===== config.mk =====
export PLATFORM = sky130hd
export DESIGN_NAME = freq_disp_ctrl
export DESIGN_NICKNAME = d
export VERILOG_FILES = /design/src/rtl/freq_pkg.sv /design/src/rtl/bin2bcd_seq.sv /design/src/rtl/freq_disp_ctrl.sv
export SDC_FILE = /design/constraint.sdc
export NUM_CORES = 1
export LEC_CHECK = 0
export ABC_AREA = 1
export BUFFER_PORTS_ARGS = -buffer_cell sky130_fd_sc_hd__buf_4
export CAP_MARGIN = 20
export CELL_PAD_IN_SITES_DETAIL_PLACEMENT = 1
export CELL_PAD_IN_SITES_GLOBAL_PLACEMENT = 2
export CORE_MARGIN = 2
export CORE_UTILIZATION = 35
export CTS_CLUSTER_DIAMETER = 40
export DETAILED_ROUTE_END_ITERATION = 12
export PLACE_DENSITY = 0.92
export SLEW_MARGIN = 10
export SYNTH_ARGS = -nofsm -noshare
export SYNTH_HDL_FRONTEND = slang
export SYNTH_SLANG_ARGS = --single-unit

===== constraint.sdc =====
create_clock -name sys_clk -period 5.8 [get_ports sys_clk]
set_input_delay 0.58 -clock sys_clk [delete_from_list [all_inputs] [get_ports sys_clk]]
set_output_delay 0.58 -clock sys_clk [all_outputs]
set_load 0.05 [all_outputs]

===== src/rtl/freq_pkg.sv =====
// Shared types and constants for the frequency display controller.
package freq_pkg;

  localparam int unsigned BCD_DIGITS  = 9;
  localparam int unsigned DISP_DIGITS = 6;
  localparam int unsigned KHZ_DIGIT   = 3;
  localparam int unsigned BCD_W       = BCD_DIGITS * 4;
  localparam int unsigned DISP_W      = DISP_DIGITS * 4;

  typedef enum logic [1:0] {
    IDLE,
    SHIFT,
    RANGE
  } state_t;

  // Window offset k: lowest displayed digit, so that the most significant
  // nonzero digit lands in the leftmost display position (k = 0..3).
  function automatic logic [1:0] window_sel(input logic [BCD_W-1:0] bcd);
    logic [3:0] msd;
    msd = '0;
    for (int unsigned i = 0; i < BCD_DIGITS; i++) begin
      if (bcd[4*i +: 4] != 4'd0) msd = 4'(i);
    end
    if (msd <= 4'd5) return '0;
    else             return 2'(msd - 4'd5);
  endfunction

endpackage


===== src/rtl/bin2bcd_seq.sv =====
// Sequential double-dabble converter: one bit per cycle, IN_W cycles total.
module bin2bcd_seq
  import freq_pkg::*;
#(
  parameter int unsigned IN_W = 27
) (
  input  logic             sys_clk,
  input  logic             sys_rst,
  input  logic             start,
  input  logic [IN_W-1:0]  bin_in,
  output logic             busy,
  output logic             done,
  output logic [BCD_W-1:0] bcd_out
);

  localparam int unsigned CNT_W = $clog2(IN_W + 1);

  logic [IN_W-1:0]  bin_sr;
  logic [BCD_W-1:0] bcd_sr;
  logic [BCD_W-1:0] bcd_adj;
  logic [CNT_W-1:0] bit_cnt;

  // Add-3 correction on every digit that is 5 or more before the shift.
  always_comb begin
    bcd_adj = bcd_sr;
    for (int unsigned i = 0; i < BCD_DIGITS; i++) begin
      if (bcd_sr[4*i +: 4] >= 4'd5) bcd_adj[4*i +: 4] = bcd_sr[4*i +: 4] + 4'd3;
    end
  end

  // Load on start, then shift {bcd, bin} left once per cycle until the count runs out.
  always_ff @(posedge sys_clk) begin
    if (!sys_rst) begin
      bin_sr  <= '0;
      bcd_sr  <= '0;
      bit_cnt <= '0;
      busy    <= 1'b0;
    end else if (start && !busy) begin
      bin_sr  <= bin_in;
      bcd_sr  <= '0;
      bit_cnt <= CNT_W'(IN_W);
      busy    <= 1'b1;
    end else if (busy) begin
      bcd_sr  <= {bcd_adj[BCD_W-2:0], bin_sr[IN_W-1]};
      bin_sr  <= {bin_sr[IN_W-2:0], 1'b0};
      bit_cnt <= bit_cnt - 1'b1;
      if (bit_cnt == CNT_W'(1)) busy <= 1'b0;
    end
  end

  // done marks the cycle whose edge performs the final shift, so the caller
  // can step to its next state in lockstep with the result becoming valid.
  assign done    = busy && (bit_cnt == CNT_W'(1));
  assign bcd_out = bcd_sr;

endmodule


===== src/rtl/freq_disp_ctrl.sv =====
// Frequency display controller: binary sample -> BCD -> auto-ranged 6-digit window.
module freq_disp_ctrl
  import freq_pkg::*;
#(
  parameter int unsigned IN_W = 27
) (
  input  logic              sys_clk,
  input  logic              sys_rst,
  input  logic [IN_W-1:0]   freq_bin,
  input  logic              freq_valid,
  output logic              ready,
  output logic [DISP_W-1:0] data_out,
  output logic [5:0]        dot_out,
  output logic              range_khz,
  output logic              done
);

  state_t            state, state_nxt;
  logic              conv_start;
  logic              conv_busy;
  logic              conv_done;
  logic [BCD_W-1:0]  bcd;
  logic [1:0]        win_k;
  logic [DISP_W-1:0] disp_nxt;
  logic [5:0]        dot_nxt;

  bin2bcd_seq #(
    .IN_W (IN_W)
  ) u_bin2bcd (
    .sys_clk (sys_clk),
    .sys_rst (sys_rst),
    .start   (conv_start),
    .bin_in  (freq_bin),
    .busy    (conv_busy),
    .done    (conv_done),
    .bcd_out (bcd)
  );

  // State register.
  always_ff @(posedge sys_clk) begin
    if (!sys_rst) state <= IDLE;
    else          state <= state_nxt;
  end

  // Next-state logic and converter start strobe.
  always_comb begin
    state_nxt  = state;
    conv_start = 1'b0;
    case (state)
      IDLE: begin
        if (freq_valid && !conv_busy) begin
          conv_start = 1'b1;
          state_nxt  = SHIFT;
        end
      end
      SHIFT:   if (conv_done) state_nxt = RANGE;
      RANGE:   state_nxt = IDLE;
      default: state_nxt = IDLE;
    endcase
  end

  assign ready = (state == IDLE);

  // Window selection: six digits starting at k; dot marks the thousands boundary.
  always_comb begin
    win_k    = window_sel(bcd);
    disp_nxt = bcd[DISP_W-1:0];
    dot_nxt  = '0;
    case (win_k)
      2'd0: disp_nxt = bcd[23:0];
      2'd1: disp_nxt = bcd[27:4];
      2'd2: disp_nxt = bcd[31:8];
      2'd3: disp_nxt = bcd[35:12];
      default: disp_nxt = bcd[23:0];
    endcase
    if (win_k != 2'd0) dot_nxt = 6'b000001 << (2'(KHZ_DIGIT) - win_k);
  end

  // Output registers: update once per conversion, hold otherwise.
  always_ff @(posedge sys_clk) begin
    if (!sys_rst) begin
      data_out  <= '0;
      dot_out   <= '0;
      range_khz <= 1'b0;
      done      <= 1'b0;
    end else begin
      done <= 1'b0;
      if (state == RANGE) begin
        data_out  <= disp_nxt;
        dot_out   <= dot_nxt;
        range_khz <= (win_k != 2'd0);
        done      <= 1'b1;
      end
    end
  end

endmodule


* After elaboration in Yosys (flattened, before gate mapping)
Cells that the tools add are included.
** Cells by class
- Add/subtract/negate cells :: 12
- Multiply operators :: 0
- Divide/modulo/power cells :: 0
- $lt $le $gt $ge :: 10
- Equal/unequal tests :: 8
- Shifts and indexed selects :: 1
- Mux-type cells :: 33
- Bitwise operators :: 1
- Reduce and logical (&&, ||, !) cells :: 18
** Operators by type and width (count)
- 24-bit case mux with 4 select lines :: 1
- 4-bit two-way mux :: 15
- 27-bit two-way mux :: 2
- 4-bit by 3-bit >= comparator with 1-bit output (second input constant) :: 9
- 4-bit by 2-bit adder with 4-bit output (second input constant) :: 8
- 4-bit nonzero test :: 8
- 5-bit two-way mux :: 2
- 1-bit two-way mux :: 7
- 2-bit == test (second input constant) :: 3
- 2-bit two-way mux :: 3
- 6-bit two-way mux :: 1
- 1-bit by 2-bit left shift with 6-bit output (first input constant) :: 1
- 5-bit by 1-bit == test with 1-bit output (second input constant) :: 1
- 5-bit by 1-bit subtractor with 5-bit output (second input constant) :: 1
- 2-bit by 1-bit == test with 1-bit output (second input constant) :: 2
- 4-bit by 3-bit less-or-equal comparator with 1-bit output (second input constant) :: 1
- 2-bit zero test :: 2
- 2-bit case mux with 2 select lines :: 1
- 2-bit nonzero test :: 2
- 3-bit by 2-bit adder with 3-bit output (second input constant) :: 1
- 1-bit logical AND :: 3
- 3-bit two-way mux :: 1
- 2-bit by 1-bit inequality test with 1-bit output (second input constant) :: 1
- 2-bit inequality test (second input constant) :: 1
- other kinds (6) :: 6
** Storage, ports and cells
- Flip-flop bits (word level) :: 103
- Bits in latches :: 0
- Memory bits (writable) :: 0
- Bits in read-only memories :: 0
- Input bits :: 30
- Output and inout port bits :: 33
- Word-level logic and storage cells :: 93
- Memories :: 0

* Longest topological paths before layout
- Depth in word-level cells :: 14
- Gate-level depth with buffers :: 23
- Gate-level depth less buffers :: 22

* Modules after synthesis
Synthesis repeated with hierarchy kept, for this count alone.
** Second synthesis, totals
- Cells, all modules :: 930
- Area, all modules :: 5963.2 µm²
** By module, submodules not included
- bin2bcd_seq :: instances 1, cells an instance 598, area an instance 3792.4 µm²
- freq_disp_ctrl :: instances 1, cells an instance 332, area an instance 2170.8 µm²

* Least setup slack after synthesis
No wires, ideal clock.
- Path kind :: register to register
- Start :: register u_bin2bcd.bcd_sr[8], in the netlist u_bin2bcd.bcd_out[8]
- End :: register data_out[10]
- Library setup time :: 132 ps
- Data arrival time :: 2339 ps
- Path slack :: 3329 ps
- Cell stages (with the launch flop) :: 23
- Buffers on the path :: 1
- Cell sequence :: dfxtp_1 inv_1 ha_1 nand2_1 nor2_2 nand2_1 nand2_1 nand2_1 nand2_1 nand2_2 nand2_4 nand2_4 inv_1 ha_1 nor2_1 nand2_2 nand2_4 nand2_8 buf_4 a22oi_1 nand3_1 nand3_1 a21oi_1
** Between the ends
- Cells in the longest elaborated chain, start to end :: 12
- Elaborated cells on any way between the ends :: 16
- Classes of those cells :: add/sub: 1; order compare: 1; eq/ne: 3; mux: 9; reduce/logical: 2
** RTL lines
- from (decl) :: line bin2bcd_seq.sv:19 : logic [BCD_W-1:0] bcd_sr;
- from (signal assigned) :: line bin2bcd_seq.sv:44 : bcd_sr <= {bcd_adj[BCD_W-2:0], bin_sr[IN_W-1]};
- 4-bit nonzero test (*) :: line freq_pkg.sv:22 : if (bcd[4*i +: 4] != 4'd0) msd = 4'(i);
- 4-bit two-way mux (*) (7 in series) :: line freq_pkg.sv:22
- 4-bit by 3-bit less-or-equal comparator with 1-bit output / 2-bit by 1-bit subtractor with 2-bit output (equally long branches) :: line freq_pkg.sv:24, freq_pkg.sv:25
- 2-bit two-way mux (*) :: line freq_pkg.sv:24 : if (msd <= 4'd5) return '0;
- 2-bit == test (tied with other cells) :: line freq_disp_ctrl.sv:69 : case (win_k)
- 24-bit case mux with 4 select lines (*) :: line freq_disp_ctrl.sv:69
- to (signal assigned) :: line freq_disp_ctrl.sv:89 : data_out <= disp_nxt;
- to (decl) :: line freq_disp_ctrl.sv:12 : output logic [DISP_W-1:0] data_out,
Mark *: on every way between the ends. The rest lies on a longest branch, timed or not.
A chain may end at the register's enable or synchronous reset.

* Worst setup path in the final report
- Start :: register u_bin2bcd.bcd_sr[8], in the netlist u_bin2bcd.bcd_out[8]
- End :: register data_out[4]
** Between the ends
- Cells in the longest elaborated chain, start to end :: 12
- Elaborated cells on any way between the ends :: 16
- Classes of those cells :: add/sub: 1; order compare: 1; eq/ne: 3; mux: 9; reduce/logical: 2
** RTL lines (line)
- 4-bit nonzero test :: freq_pkg.sv:22
- 4-bit two-way mux (7 in series) :: freq_pkg.sv:22
- 4-bit by 3-bit less-or-equal comparator with 1-bit output / 2-bit by 1-bit subtractor with 2-bit output (equally long branches) :: freq_pkg.sv:24, freq_pkg.sv:25
- 2-bit two-way mux :: freq_pkg.sv:24
- 2-bit == test (tied with other cells) :: freq_disp_ctrl.sv:69
- 24-bit case mux with 4 select lines (*) :: freq_disp_ctrl.sv:69
Marked as above.

==> impl_metrics.toml <==
[final_layout]
syn_to_final_growth_pct = 14.8
nets = 860
diodes = 0
fin_area_um2 = 6290
fillers = 1955
drive_gt1_frac = 0.126

[grt]
grt_pass1_vias = 5406
grt_pass1_wl_um = 28100
grt.total_usage = 0.213
grt_antenna_before_repair = 0
grt_max_degree = 72
overflow = 0

[worst_hold_path]
min_to = "u_bin2bcd.bin_sr[0]$_SDFFE_PN0P_"
holdCritStartpoint = "u_bin2bcd.bin_sr[0]$_SDFFE_PN0P_"
holdPathStages = 2
holdCritPathClass = "reg -> reg"

[clock_tree]
clkTransAtPathRegs_ns = 0.07
h-tree-depth = 3
clkLatencyLatePin_ns = 0.36
cts_root_buf = "clkbuf_16"
numClockSinks = 100
ctsHoldBuffers = 0
cts_resized = 0
tritoncts = "built"
cts_buffer_depth = 2
cts_buffers = 9
cts_setup_buffers = 0

[setup_path]
end_kind = "flip-flop"
critPathSlowestCell = "dfxtp_1"
arrival_ns = 3.76
regToRegSetupSlack_ns = 2.33
cp_top_family = "simple AND/OR/NAND/NOR gates"
crit_fanout = 46
cpPeakStageDelay_ns = 0.51
r2r_end = "data_out[4]$_SDFFE_PN0P_"
worstPathCellList = "inv_1, ha_1, nand2_1, nor2_2, nand2_1, nand2_1, nand2_1, nand2_1, nand2_2, nand2_4, nand2_4, inv_1, ha_1, nor2_1, nand2_2, nand2_4, nand2_8, nor2_4, nand2_1, nand3_1, nand3_1, a21oi_1"
startpoint = "u_bin2bcd.bcd_out[8]$_SDFFE_PP0P_"
cp.buffers_inverters = 2
r2r-start = "u_bin2bcd.bcd_out[8]$_SDFFE_PP0P_"
cp_data_required_time_ns = 6.09
critPathMostFrequentCell = "nand2_1"
start_kind = "flip-flop"
path_class = "reg -> reg"
reg2reg_depth = 22

[logic_synthesis]
syn_area_um2 = 5480
netlist_instances = 777
synth_cell_types = 35
yosys.area.top_type = "dfxtp_1"
ys_warn_count = 0
synth_top_area_share = 0.365
ys_seq_area_frac = 0.365
synth_area_leaders = "dfxtp_1, nand2_1, nand3_1, a21oi_1, ha_1"
ys_ff_latch = 100
syn_avg_cell_area_um2 = 7.06

[sta]
finalClockSkew_ns = 0.0105
max_slew.worst_pin.slew_ns = 0.970
period_needed_ns = 3.47
relSlewSlack = 0.349
rsz0062_at_grt = "no"
finalCritPeriodShare = 0.599
fmax_mhz = 288
setup_total_negative_slack_ns = 0
drv_slew = 0
hold_viol = 0
finalSetupViolations = 0

[place]
place_hpwl_um = 11900
post_dp_cell_area_um2 = 5990
port_buffers = 59
place.gp.congestion = 0.881

[routing]
dr.first_iter.drc_count = 329
vias = 5334
detail_route.wl_per_cell_um = 16.7
wl_um = 17000
route.detailed.drc = 0
ant_nets = 0
vias_per_cell = 5.23
drt_pre_antenna_iters = 4

[floorplanning]
die_h_um = 129
dieArea_um2 = 16700
num_rows = 45
die_w_um = 129
core_um2 = 15300
start_util = 0.359
ios = 63

[pwr]
leakage_nw = 2.56
cellPowerDensity_nw_per_um2 = 327
vdd_drop_max_mv = 0.211

[run_status]
status = "complete, no violations"

[run]
drv_cap = 0
## synthesized netlist by cell type (all sizes together)
cell    instances
o22ai           1
o211ai         13
nor3            6
o21ai          36
nand3b          6
nand3          82
nor2           26
or2             2
nand4           7
xor2           15
conb            1
nor4            1
a31oi          30
inv            84
o21a            1
a211oi          2
a21oi          66
nand2         201
a22oi          20
clkbuf         22
dfxtp         100
ha             26
buf            27
clkinv          2
## per-layer routing
metal / vias up / share of wire / routed length, um / track usage
met5: - / 0 / 0 / 0
met3: 22 / 0.035 / 596 / 0.0347
met2: 94 / 0.49 / 8400 / 0.365
met4: 0 / 0.017 / 294 / 0.0710
met1: 2588 / 0.45 / 7750 / 0.272
li1: 2630 / - / - / -
## logic make-up (layout without fill, tap and decap cells)
| kind of cell | after synthesis | count (layout) | synth area share |
|---|---|---|---|
| and+or+nand+nor | 331 | 331 | 0.270 |
| buffers and inverters | 135 | 165 | 0.103 |
| other | 1 | 3 | 0.000684 |
| xor gates and xnor gates | 15 | 15 | 0.0240 |
| DFF | 100 | 100 | 0.365 |
| AOI/OAI and AO/OA | 169 | 169 | 0.178 |
| adders and majority gates | 26 | 26 | 0.0593 |
## flip-flops by register name (all words and copies together), names as in the netlist
register,flops
done,1
dot_out,3
range_khz,1
u_bin2bcd.bcd_out,36
u_bin2bcd.busy,1
state,2
u_bin2bcd.bin_sr,27
u_bin2bcd.bit_cnt,5
data_out,24
## layout make-up
class | instances | area [um^2] | area share
multi-input combinational | 544 | 2930 | 0.465
clock buffer | 11 | 243 | 0.0386
clock inverter | 5 | 58.8 | 0.00935
inverter | 86 | 323 | 0.0513
tap | 211 | 264 | 0.0420
timing repair buffer | 63 | 473 | 0.0752
sequential | 100 | 2000 | 0.318
## power breakdown
group / total, W / internal, W / switching (W)
sequential: 0.000762 / 0.000724 / 0.0000388
clock: 0.000624 / 0.000347 / 0.000277
combinational: 0.000673 / 0.000198 / 0.000475
## worst max-delay path by stage
stage / cells after the start / slack (ns) / end
6_report: 22 / 2.33 / data_out[4]$_SDFFE_PN0P_
5_1_grt: 22 / 2.04 / data_out[4]$_SDFFE_PN0P_
3_5_place_dp: 22 / 2.35 / data_out[4]$_SDFFE_PN0P_
3_3_place_gp: 20 / 2.48 / data_out[4]$_SDFFE_PN0P_
4_1_cts: 22 / 2.33 / data_out[4]$_SDFFE_PN0P_
2_1_floorplan: 22 / 3.33 / data_out[10]$_SDFFE_PN0P_
## cell usage in the layout (no fill, tap or decap), drive strengths merged
cell type  instances
nor4               1
o22ai              1
ha                26
a21oi             66
dfxtp            100
buf               63
conb               3
a211oi             2
nand2            201
or2                2
inv               85
bufinv             1
xor2              15
clkbuf            11
a31oi             30
nor3               6
clkinv             3
nor2              26
nand3b             6
nand3             82
nand4              7
o21a               1
o21ai             36
a22oi             20
clkinvlp           2
o211ai            13
## tightest hold or removal path: stages (launching register included)
cell and delay [ns]:
dfxtp_1 0.31, nand2_1 0.06, a21oi_1 0.05
## stage by stage
step,std cells,utilization,total power (W),hold WS [ns],worst slack [ns]
floorplan,779,-,0.00131,0.441,3.33
global placement,1004,0.393,0.00143,0.451,2.48
detailed placement,1004,0.393,0.00144,0.461,2.35
CTS,1020,0.412,0.00207,0.471,2.33
global route,1020,0.412,0.00219,0.485,2.04
finish,1020,0.412,0.00206,0.465,2.33
(Power assumes the default switching activity.)
